`src/rtl/seq_detect_ctrl.sv`:
```
// Word-serial "1011" detector: accepts an 8-bit word, scans it MSB first and reports hit count/map.
// Optional SEQ_DETECT_CTRL_HIT_TOTAL_EN adds a saturating running total of hits (hit_total).
module seq_detect_ctrl (
    input  logic       clk,
    input  logic       reset,
    input  logic       clear,
    input  logic       in_valid,
    input  logic [7:0] in_data,
    input  logic       in_chain,
    output logic       in_ready,
    output logic       out_valid,
    output logic [3:0] out_hits,
    output logic [7:0] out_map,
    input  logic       out_ready,
    output logic       busy
`ifdef SEQ_DETECT_CTRL_HIT_TOTAL_EN
    ,
    output logic [15:0] hit_total
`endif
);

    typedef enum logic [1:0] {IDLE, SHIFT, DONE} state_t;
    typedef enum logic [1:0] {S0, S1, S2, S3} det_t;

    state_t     state, state_n;
    det_t       det, det_n;
    logic [7:0] data_q, data_n;
    logic [2:0] idx, idx_n;
    logic [3:0] hits, hits_n;
    logic [7:0] map, map_n;
    logic       valid, valid_n;
    logic       bit_in;
    logic       match;

    always_ff @(posedge clk or posedge reset) begin
        if (reset) begin
            state  <= IDLE;
            det    <= S0;
            data_q <= '0;
            idx    <= '0;
            hits   <= '0;
            map    <= '0;
            valid  <= 1'b0;
        end else begin
            state  <= state_n;
            det    <= det_n;
            data_q <= data_n;
            idx    <= idx_n;
            hits   <= hits_n;
            map    <= map_n;
            valid  <= valid_n;
        end
    end

    always_comb begin
        state_n = state;
        det_n   = det;
        data_n  = data_q;
        idx_n   = idx;
        hits_n  = hits;
        map_n   = map;
        valid_n = valid;
        match   = 1'b0;
        bit_in  = data_q[idx];

        case (state)
            IDLE: begin
                if (in_valid) begin
                    data_n  = in_data;
                    idx_n   = 3'd7;
                    hits_n  = '0;
                    map_n   = '0;
                    det_n   = in_chain ? det : S0;
                    state_n = SHIFT;
                end
            end
            SHIFT: begin
                case (det)
                    S0: det_n = bit_in ? S1 : S0;
                    S1: det_n = bit_in ? S1 : S2;
                    S2: det_n = bit_in ? S3 : S0;
                    S3: begin
                        det_n = bit_in ? S1 : S2;
                        match = bit_in;
                    end
                    default: det_n = S0;
                endcase
                if (match) begin
                    hits_n     = hits + 4'd1;
                    map_n[idx] = 1'b1;
                end
                idx_n = idx - 3'd1;
                if (idx == 3'd0)
                    state_n = DONE;
            end
            DONE: begin
                // out_valid is registered: it rises one edge after DONE is entered,
                // giving the accept-to-valid distance of nine edges.
                if (!valid)
                    valid_n = 1'b1;
                else if (out_ready) begin
                    valid_n = 1'b0;
                    state_n = IDLE;
                end
            end
            default: state_n = IDLE;
        endcase

        if (clear) begin
            state_n = IDLE;
            det_n   = S0;
            hits_n  = '0;
            map_n   = '0;
            valid_n = 1'b0;
        end
    end

    assign in_ready  = (state == IDLE);
    assign busy      = (state != IDLE);
    assign out_valid = valid;
    assign out_hits  = hits;
    assign out_map   = map;

`ifdef SEQ_DETECT_CTRL_HIT_TOTAL_EN
    logic [16:0] total_sum;

    assign total_sum = {1'b0, hit_total} + {13'd0, hits};

    always_ff @(posedge clk or posedge reset) begin
        if (reset)
            hit_total <= '0;
        else if (clear)
            hit_total <= '0;
        else if (valid && out_ready)
            hit_total <= total_sum[16] ? 16'hFFFF : total_sum[15:0];
    end
`endif

endmodule

```
`config.mk`:
```
export PLATFORM = sky130hd
export DESIGN_NAME = seq_detect_ctrl
export DESIGN_NICKNAME = d
export VERILOG_FILES = /design/src/rtl/seq_detect_ctrl.sv
export SDC_FILE = /design/constraint.sdc
export NUM_CORES = 1
export LEC_CHECK = 0
export ABC_AREA = 1
export CAP_MARGIN = 20
export CORE_ASPECT_RATIO = 0.7
export CORE_MARGIN = 5
export CORE_UTILIZATION = 25
export CTS_CLUSTER_SIZE = 25
export DETAILED_ROUTE_END_ITERATION = 8
export SYNTH_ARGS = -nofsm -noshare
export SYNTH_HDL_FRONTEND = slang
export SYNTH_SLANG_ARGS = --single-unit
```
`constraint.sdc`:
```
create_clock -name clk -period 1.3 [get_ports clk]
set_input_delay 0.26 -clock clk [delete_from_list [all_inputs] [get_ports clk]]
set_output_delay 0.26 -clock clk [all_outputs]
set_load 0.005 [all_outputs]
```
==> run metrics, run 1 <==
outcome=finished with violations; failing checks=negative setup slack; syn nets=219; DIE AREA=0.00828 mm²; final setup fails=26; leakage=1.35 nW; WS Path Type=reg -> reg; RSZ-0062 raised after global routing=yes; Worst R2R End=out_map[0]$_DFFE_PP0P_; initial antenna violation count=0; Worst VDD drop=0.000408 V; fin crit period=1.50 ns; Worst EP arrival=1.67 ns; number of port buffers=28; worst r2r path cells=11; synthesis-stage register bit count=28; Worst Path Required=1.47 ns; RR Startpoint=state[1]$_DFFE_PP0P_; flip-flop and latch area=704 µm²; Clock Path Buffers=2; Root Driver=clkbuf_8; ys flop type=dfrtp_1; share of post-route cells with drive strength above 1=0.484; routability cong.=0.843; clk_lat worst skew=0.28 ns; CTS clk-pin slew, worst paths=0.10 ns; Area growth syn-to-layout=65.2%; Worst-Margin Slew=0.312 ns; synth warn=0; Final HPWL DP=3080 µm; final wirelength=4520 µm; largest cells by area after synthesis=dfrtp_1 43%, nand2_1 13%, nand2_2 6.9%; vias in the first global route=1,454; final worst slack=-0.196 ns; CP endpoint kind=flop; count of cell types in the netlist=28; drt wl/cell=12.6 µm; Final Util=0.428; Synth area leader=dfrtp_1; Final ANT Viol Nets=0; post-synth top area share=0.428; CTS tree=done; Final Max Slew Viols=0; Initial Utilization=0.259; Fin. Hold Viols=0; ys async rst share=1.00; Clock H-tree levels=1; Post-synth EDFFs=0; # DRC=0; antenna diode count=0; core outline area=0.00631 mm²; Hold Slack=0.317 ns; Fillers=644; first-pass GRT wire length=7070 µm; sequential fraction of the synthesis area=0.428; Iter 0 DRT Violations=56; grt ovf=0; Die H=77.7 µm; critical path fanouts, max=9; Final Net Count=300; Tot Pwr=4.13 mW; hold_buf cts=0; Clock Skew=0.00450 ns; Post-Syn Area=0.00164 mm²; Die X-Extent=107 µm; Tcrit/Tclk final=1.15; crit start category=flop; Overall Global Routing Usage=0.105; syn avg cell area=8.10 µm²; # rows=24; multi-input logic area=971 µm²; Slew HR=0.792; Mapped Cells=202; largest net degree at the start of global routing=29; CTS Buf Count=3; max cap viols=0; FMAX=669 MHz; DRT Pass-1 Iters=4; cell area power density=1530 mW/mm²; worst min path class=in -> async; via density per instance=4.31; IO Count=29; Vias=1,546; TritonCTS Sinks=28; worst reg-to-reg setup slack=-0.20 ns
## state kept, by name, indices dropped and copies added, names as in the netlist
signal,flops
det,2
out_hits,4
idx,3
out_map,8
state,2
out_valid,1
data_q,8
## final cells by class
cell class                 instances  area share
sequential                        28       0.261
clock buffer                       3      0.0153
inverter                          24      0.0398
timing repair buffer              81       0.289
multi-input combinational        145       0.359
tap                               78      0.0361
## cell families (layout without fill, tap and decap cells)
group	count (synthesis)	after routing	share of synthesized area
buffers and inverters	30	108	0.0910
AO/OA/AOI/OAI	19	19	0.0757
AND/OR/NAND/NOR	119	120	0.366
XOR/XNOR	3	3	0.0161
flip-flops	28	28	0.428
adder cells (fa/ha/maj)	3	3	0.0230
## cells in the final DEF, fill, tap and decap left out, types with 2 or more instances in the layout
master	instances
nand3_1	12
dfrtp_1	25
buf_6	14
nor3_1	3
nand2_1	41
buf_4	35
o21ai_2	3
a22oi_2	2
buf_12	5
nand3_2	7
dlygate4sd2_1	13
a211oi_1	4
nor2_1	5
o21ai_1	2
inv_4	2
dfrtp_2	3
ha_1	2
nor2_4	7
inv_1	15
o21ai_0	3
nand2_2	28
a21oi_1	3
inv_2	5
nand2_4	10
nor2_2	4
clkdlybuf4s50_1	13
clkbuf_8	3
## layer usage
| layer | vias up | routed length (µm) | track usage |
|---|---|---|---|
| met4 | 0 | 21 | 0.0166 |
| met3 | 5 | 136 | 0.0282 |
| li1 | 802 | - | - |
| met1 | 720 | 2300 | 0.156 |
| met2 | 19 | 2060 | 0.156 |
| met5 | - | 0 | 0 |
## where the power goes
group	leakage (nW)	internal [mW]	switching (mW)
combinational	0.970	1.19	1.17
sequential	0.362	1.08	0.200
clock	0.0216	0.209	0.274
total	1.35	2.48	1.65
## Yosys cell counts (3+ instances only)
cell and number:
ha_1 3, dfrtp_1 28, a21oi_1 3, nand2_1 56
nor2_1 9, nand3_1 18, nor2_4 3, inv_2 3
inv_1 20, nor3_1 3, nand2_2 18, nand2_4 4
nor2_2 4, a211oi_1 4, o21ai_0 8
## per-stage QoR
step                      worst slack (ns)  TNS (ns)  area (µm²)  std cells
final                               -0.196     -2.80        2700        359
after global routing                -0.251     -4.29        2700        359
after CTS                           -0.156     -2.02        2460        353
after detailed placement            -0.308     -6.24        2250        334
after global placement              -0.290     -5.74        2250        334
after floorplan                    -0.0385    -0.377        1640        202
## worst max path at each step
stage / from / to
after floorplan: idx[0]$_DFFE_PP0P_ / out_map[3]$_DFFE_PP0P_
after global placement: clear / out_map[0]$_DFFE_PP0P_
after detailed placement: clear / out_map[7]$_DFFE_PP0P_
after CTS: idx[0]$_DFFE_PP0P_ / out_map[4]$_DFFE_PP0P_
after global routing: state[1]$_DFFE_PP0P_ / out_map[5]$_DFFE_PP0P_
final: state[1]$_DFFE_PP0P_ / out_map[0]$_DFFE_PP0P_
## what timing repair did
item | in CTS | in global routing
endpoints found under the setup margin | 40 | 29
pin swaps | 12 | 20
buffers inserted | 16 | 7
gates cloned | 1 | 0
gates resized for setup | 45 | 57
## critical path: stages (launching register included)
cell and delay (ns):
dfrtp_1 0.41, nor2_4 0.06, buf_6 0.11, buf_6 0.11, nand3_4 0.06, nand2_4 0.05, nor2_4 0.12, o21ai_4 0.08
buf_12 0.14, buf_12 0.13, nand3_1 0.06, nand2_1 0.05
Power figures use the tool's default switching activity.
==> inputs of run 2 (changes only) <==
--- a/config.mk
+++ b/config.mk
@@ -12,6 +12,7 @@
 export CORE_UTILIZATION = 25
 export CTS_CLUSTER_SIZE = 25
 export DETAILED_ROUTE_END_ITERATION = 8
+export REMOVE_ABC_BUFFERS = 1
 export SYNTH_ARGS = -nofsm -noshare
 export SYNTH_HDL_FRONTEND = slang
 export SYNTH_SLANG_ARGS = --single-unit
==> constraint.sdc (replaced) <==
create_clock -name clk -period 1.3 [get_ports clk]
set_input_delay 0.39 -clock clk [delete_from_list [all_inputs] [get_ports clk]]
set_output_delay 0.39 -clock clk [all_outputs]
set_load 0.005 [all_outputs]
==> run metrics, run 2 (same netlist as run 1, synthesis figures left out) <==
Final Net Count=308; Final Util=0.418; cell area power density=1500 mW/mm²; CP endpoint kind=output pin; Worst Path Required=0.91 ns; worst min path class=in -> async; Die H=77.7 µm; Initial Utilization=0.259; share of post-route cells with drive strength above 1=0.486; Clock Path Buffers=2; # rows=24; RSZ-0062 raised after global routing=yes; CTS Buf Count=3; final wirelength=4310 µm; clk_lat worst skew=0.28 ns; Root Driver=clkbuf_8; WP buf/inv=3; Final ANT Viol Nets=0; Worst VDD drop=0.000540 V; most frequent cells in the layout=50 x nand2_1, 49 x buf_4, 25 x dfrtp_1; flip-flop and latch area=704 µm²; max cap viols=0; via density per instance=4.26; largest net degree at the start of global routing=29; final worst slack=-0.184 ns; Fillers=635; commonest non-fill, non-tap cell in the layout=nand2_1; antenna diode count=0; Die X-Extent=107 µm; Final HPWL DP=3090 µm; Overall Global Routing Usage=0.105; Worst-Margin Slew=0.391 ns; fin cells=368; routability cong.=0.826; CTS tree=done; failing checks=negative setup slack; crit start category=flop; core outline area=0.00631 mm²; Slew HR=0.738; Worst EP arrival=1.09 ns; critical path fanouts, max=2; outcome=finished with violations; Vias=1,566; number of port buffers=28; Iter 0 DRT Violations=35; fin crit period=1.48 ns; Cell Chain, Critical Path=nor2_4, buf_4, inv_2, buf_6; Final Max Slew Viols=0; DIE AREA=0.00828 mm²; # DRC=0; vias in the first global route=1,516; grt ovf=0; slowest CP cell=dfrtp_1; Tcrit/Tclk final=1.14; TritonCTS Sinks=28; Area growth syn-to-layout=61.2%; IO Count=29; first-pass GRT wire length=7110 µm; final setup fails=29; cell family with most CP delay=flip-flops; drt wl/cell=11.7 µm; DRT Pass-1 Iters=4; initial antenna violation count=0; CTS clk-pin slew, worst paths=0.10 ns; multi-input logic area=923 µm²; FMAX=674 MHz; leakage=1.32 nW; Fin. Hold Viols=0; placed cells=343; Clock H-tree levels=1; Fin Setup TNS=-3.70 ns; Clock Skew=0.00852 ns; WS Path Type=reg -> out; CP max stage delay=0.42 ns
## run 2: cell type report
class | instances | area share
multi-input cells | 145 | 0.350
repair buffers | 89 | 0.281
flip-flops and latches | 28 | 0.267
inverters | 24 | 0.0370
well taps | 78 | 0.0370
clock buffers | 3 | 0.0157
clock inverters | 1 | 0.0114
## run 2: path summary, 6_finish.rpt
kind | slack, ns | to | cells after the start | start
setup / recovery | -0.18 | busy | 4 | state[1]$_DFFE_PP0P_
hold / removal | 0.44 | data_q[4]$_DFFE_PP0P_ | 3 | reset
setup reg to reg | -0.17 | out_map[2]$_DFFE_PP0P_ | 9 | state[1]$_DFFE_PP0P_
hold reg to reg | 0.49 | data_q[7]$_DFFE_PP0P_ | 2 | data_q[7]$_DFFE_PP0P_
max in group asynchronous | 0.69 | idx[0]$_DFFE_PP0P_ | 3 | reset
min in group clk | 0.49 | data_q[7]$_DFFE_PP0P_ | 2 | data_q[7]$_DFFE_PP0P_
## run 2: repair_timing
item	in CTS	in global routing
pin swaps	14	14
setup endpoints to repair	41	37
endpoints found under the hold margin	0	0
resized for setup	76	25
hold buffers	0	0
buffers inserted	14	8
cloned	1	1
## run 2: report_power, final
| group | internal, mW | switching [mW] | total [mW] |
|---|---|---|---|
| sequential | 1.08 | 0.189 | 1.27 |
| combinational | 0.972 | 1.03 | 2.00 |
| clock | 0.413 | 0.283 | 0.695 |
| total | 2.46 | 1.50 | 3.96 |
## run 2: metal layers
| metal | up-vias | global-route usage | wire (µm) |
|---|---|---|---|
| li1 | 810 | - | - |
| met1 | 720 | 0.159 | 2170 |
| met2 | 32 | 0.151 | 1880 |
| met3 | 4 | 0.0315 | 234 |
| met4 | 0 | 0.0153 | 23 |
| met5 | - | 0 | 0 |
## run 2: per-stage QoR
stage	setup slack, ns	hold slack [ns]	power, mW	instance area (µm²)
floorplan	-0.213	0.442	2.18	1580
global placement	-0.477	0.463	2.97	2290
detailed placement	-0.524	0.473	3.00	2290
CTS	-0.195	0.436	3.86	2550
global route	-0.259	0.448	4.25	2640
finish	-0.184	0.439	3.96	2640
## run 2: worst register-to-register path: cells and delay by family (launching register included)
| kind | cells | cell delay [ns] |
|---|---|---|
| flip-flops | 1 | 0.42 |
| buffers and inverters | 4 | 0.45 |
| AND/OR/NAND/NOR | 5 | 0.51 |
==> edit 1: new RTL, config.mk and constraints of run 2 <==
Encoding of `det_t`: now one-hot (4 bits for 4 values).
--- a/src/rtl/seq_detect_ctrl.sv
+++ b/src/rtl/seq_detect_ctrl.sv
@@ -21,5 +21,5 @@
 
     typedef enum logic [1:0] {IDLE, SHIFT, DONE} state_t;
-    typedef enum logic [1:0] {S0, S1, S2, S3} det_t;
+    typedef enum logic [3:0] {S0 = 4'b0001, S1 = 4'b0010, S2 = 4'b0100, S3 = 4'b1000} det_t;
 
     state_t     state, state_n;
Behaviour: no difference found for any inputs over 10 cycles, from zero or initial values and one cycle with reset high; not proved beyond that.
==> edit 1 against run 2 <==
Total power grew 35%. Register-to-register slack lost 0.08 ns. Wire length is 21% higher. Final area up 16%. Largest cell class unchanged. Synthesized area is 10% higher. Setup slack got worse by 0.069 ns. Sequential cell count increased by 2. The flow still finishes with violations (setup timing).
==> edit 1: results (changes against run 2) <==
- Total Wirelength: 5225 um (+21%)
- Seq area share: 0.2471 (-0.02007)
- Vias: 1808 (+15%)
- CP top delay family: simple AND/OR/NAND/NOR gates
- Peak supply drop: 0.0007399 V (+37%)
- Fraction of area in non-clock buffers: 0.2893 (+0.007901)
- Comb pwr: 3150 uW (+57%)
- Top cells by count, synth: nand2_1, dfrtp_1, nand2_2
- Final setup TNS: -5.177 ns (-1.479 ns)
- Post-DP HPWL: 3500 um (+13%)
- Failing checks: setup timing
- CTS root buf: clkbuf_8
- Clock buffer count from CTS: 5 (+2)
- Number of clock buffers in the layout: 8 (+5)
- Crit path capture type: flop
- First-pass GRT wire length: 8838 um (+24%)
- CTS resizes: 87 (+14%)
- Synth Register Bits: 30 (+7.1%)
- Non-clk invs: 28 (+17%)
- Run status: complete, but fails checks
- Synth Area in Compound Gates: 0.07842 (+0.002672)
- Multi-input gate share of total cell area: 0.3570 (+0.006708)
- CP peak stage delay: 0.41 ns
- Synth top area cells: dfrtp_1, nand2_1, nand2_2
- Clock skew: 0.01384 ns (+0.005327 ns)
- DRT iter0 DRCs: 99 (+180%)
- PwrDens: 1755 mW/mm^2 (+17%)
- DP Cell Count: 388 (+13%)
- Final Non-Filler Cells: 421 (+14%)
- FF-to-FF path depth: 11 (+2)
- Clock tree buffer depth: 2 (unchanged)
- Switch share: 0.3988 (+0.02040)
- Critical-path maximum fanout: 6 (+4)
- Vias in the first global route: 1885 (+24%)
- Worst setup margin: -0.2524 ns (-0.06857 ns)
- M1 WL: 2563 um (+18%)
- # setup viols final: 31 (+6.9%)
- Nets@finish: 343 (+11%)
- Clk tree area frac: 0.02951 (+0.002456)
- Global-route usage over all layers: 0.1219 (+0.01645)
- Share of cells above drive strength 1: 0.5229 (+0.03673)
- Worst r2r dst: out_map[3]
- XOR/XNOR share of the synthesized area: 0.004858 (-0.01121)
- Top layer reached by signal wires: met4
- Sequential share of power: 0.264 (-0.056)
- CTS clk-pin slew, worst paths: 0.07 ns (-0.03 ns)
- Mapped Cells: 225 (+11%)
- Netlist cell types: 29 (+3.6%)
- Gpl congestion: 0.7952 (-3.7%)
- H-tree depth: 2 (+1)
- WL met3: 219 um (-6.4%)
- Post-CTS Setup Bufs: 18 (+4)
- Multi-input comb cells: 161 (+11%)
- Layout filler cell count: 671 (+5.7%)
- Adder-cell area share of the yosys netlist: 0.02082 (-0.002134)
- Slew headroom: 0.7510 (+0.01299)
- Metal2 WL: 2413 um (+28%)
- Signal buffers: 100 (+12%)
- Largest net degree at the start of global routing: 16 (-45%)
- Sequential fraction of the synthesis area: 0.4171 (-0.01139)
==> edit 1: cell types whose count changed in the layout (fill, tap and decap cells not counted), moves of 3 or more <==
cell | before | now
nand2_1 | 50 | 33
o21ai_1 | 4 | 7
nor2_1 | 5 | 13
clkdlybuf4s15_1 | 4 | 8
inv_1 | 16 | 20
clkbuf_8 | 3 | 6
buf_4 | 49 | 56
nand2_2 | 21 | 36
buf_2 | 4 | 0
nand3_2 | 9 | 5
nand3_1 | 10 | 17
==> edit 1: stage by stage <==
stage               hold WS [ns]  instance area (um^2)    util  worst slack, ns
global placement          0.5276                  2504  0.3638          -0.4491
CTS                       0.4788                  2932  0.4260          -0.2805
detailed placement        0.5359                  2504  0.3638          -0.4709
finish                    0.4698                  3053  0.4436          -0.2524
global route              0.5126                  3053  0.4436          -0.3109
floorplan                 0.4422                  1733       -          -0.2102
==> edit 1: metal layers <==
layer	track usage	vias to the layer above
li1	-	916
met1	0.1623	856
met2	0.1998	31
met3	0.03500	5
met4	0.02552	0
met5	0	-
==> edit 2: new RTL, config.mk and constraints of run 2 <==
Made on the original files. Add a define of `SEQ_DETECT_CTRL_HIT_TOTAL_EN`.
--- a/src/rtl/seq_detect_ctrl.sv
+++ b/src/rtl/seq_detect_ctrl.sv
@@ -1,4 +1,6 @@
 // Word-serial "1011" detector: accepts an 8-bit word, scans it MSB first and reports hit count/map.
 // Optional SEQ_DETECT_CTRL_HIT_TOTAL_EN adds a saturating running total of hits (hit_total).
+`define SEQ_DETECT_CTRL_HIT_TOTAL_EN
+
 module seq_detect_ctrl (
     input  logic       clk,
Function (old outputs only; new: hit_total): kept (Yosys induction, for registers that start in step).
==> edit 2 against run 2 <==
The run still ends with setup timing left. Core utilization rose by 4.3 points. Sequential cell count rose by 16. Synthesized cell count rose by 88%. Wire length rose by 110%. Setup slack got worse by 0.36 ns. Synthesized area rose by 64%. Final area rose by 82%. Sequential share of layout area fell by 3.7 points. Total power rose by 56%. Critical endpoint is now hit_total[5]. Largest power group unchanged.
==> edit 2: results (changes against run 2) <==
- CTS root buf: clkbuf_16
- Post-CTS Setup Bufs: 35 (+21)
- WL met3: 422 um (+80%)
- Overall power: 6190 uW (+56%)
- CTS clk-pin slew, worst paths: 0.06 ns (-0.04 ns)
- WHS: 0.4743 ns (+0.03547 ns)
- Clock group total power: 1340 uW (+93%)
- Cell Area, Placed: 0.003924 mm^2 (+71%)
- Worst Setup EP: hit_total[5]
- Clock buffer count from CTS: 5 (+2)
- Post-DP HPWL: 6216 um (+100%)
- M1 WL: 4538 um (+110%)
- Peak supply drop: 0.0006645 V (+23%)
- Run status: complete, but fails checks
- Netlist cell types: 32 (+14%)
- Grt met3 use: 0.02956 (-0.001945)
- DP Cell Count: 634 (+85%)
- Grt met1 use: 0.2081 (+0.04879)
- Port buffer count: 44 (+57%)
- Switching power: 2280 uW (+52%)
- Failing checks: setup timing
- Slew headroom: 0.6439 (-0.09409)
- # setup viols final: 43 (+48%)
- Pre-CTS setup slack: -0.6700 ns (-0.1463 ns)
- M2 GR Usage: 0.2119 (+0.06112)
- Clock skew: 0.005711 ns (-0.002806 ns)
- Worst setup margin: -0.5421 ns (-0.3583 ns)
- Layout filler cell count: 976 (+54%)
- Share of cells above drive strength 1: 0.4275 (-0.05868)
- Gpl congestion: 0.9170 (+11%)
- Vias in the first global route: 3127 (+110%)
- CP peak stage delay: 0.40 ns (-0.02 ns)
- Total Wirelength: 9198 um (+110%)
- Final Non-Filler Cells: 677 (+84%)
- Synth top area cells: dfrtp_1, nand2_1, nand3_1
- Vias per Instance: 4.533 (+6.5%)
- LEAKAGE: 0.002480 uW (+88%)
[edit 2: cell types whose count changed after synthesis, sizes merged, moves of 4 or more]
cell    delta
dfrtp     +16
ha         +4
inv       +25
nand2     +60
nand3     +25
nor2      +15
o211ai     +4
o21ai     +15
[edit 2: layout make-up]
class / count / share of cell area
Inverter: 50 / 0.03970
Timing Repair Buffer: 165 / 0.3147
Clock buffer: 7 / 0.03186
Multi-Input combinational cell: 279 / 0.3487
Sequential cell: 44 / 0.2306
Tap cell: 132 / 0.03447
[edit 2: kinds of logic (layout without fill, tap and decap cells)]
family                     count (synthesis)  in the layout  share of synthesized area
adders and majority gates                  8              8                    0.04017
and+or+nand+nor                          226            227                     0.3587
buffers and inverters                     58            222                    0.09201
DFF                                       44             44                     0.4110
xor gates and xnor gates                   4              4                    0.01308
AOI/OAI and AO/OA                         40             40                    0.08500
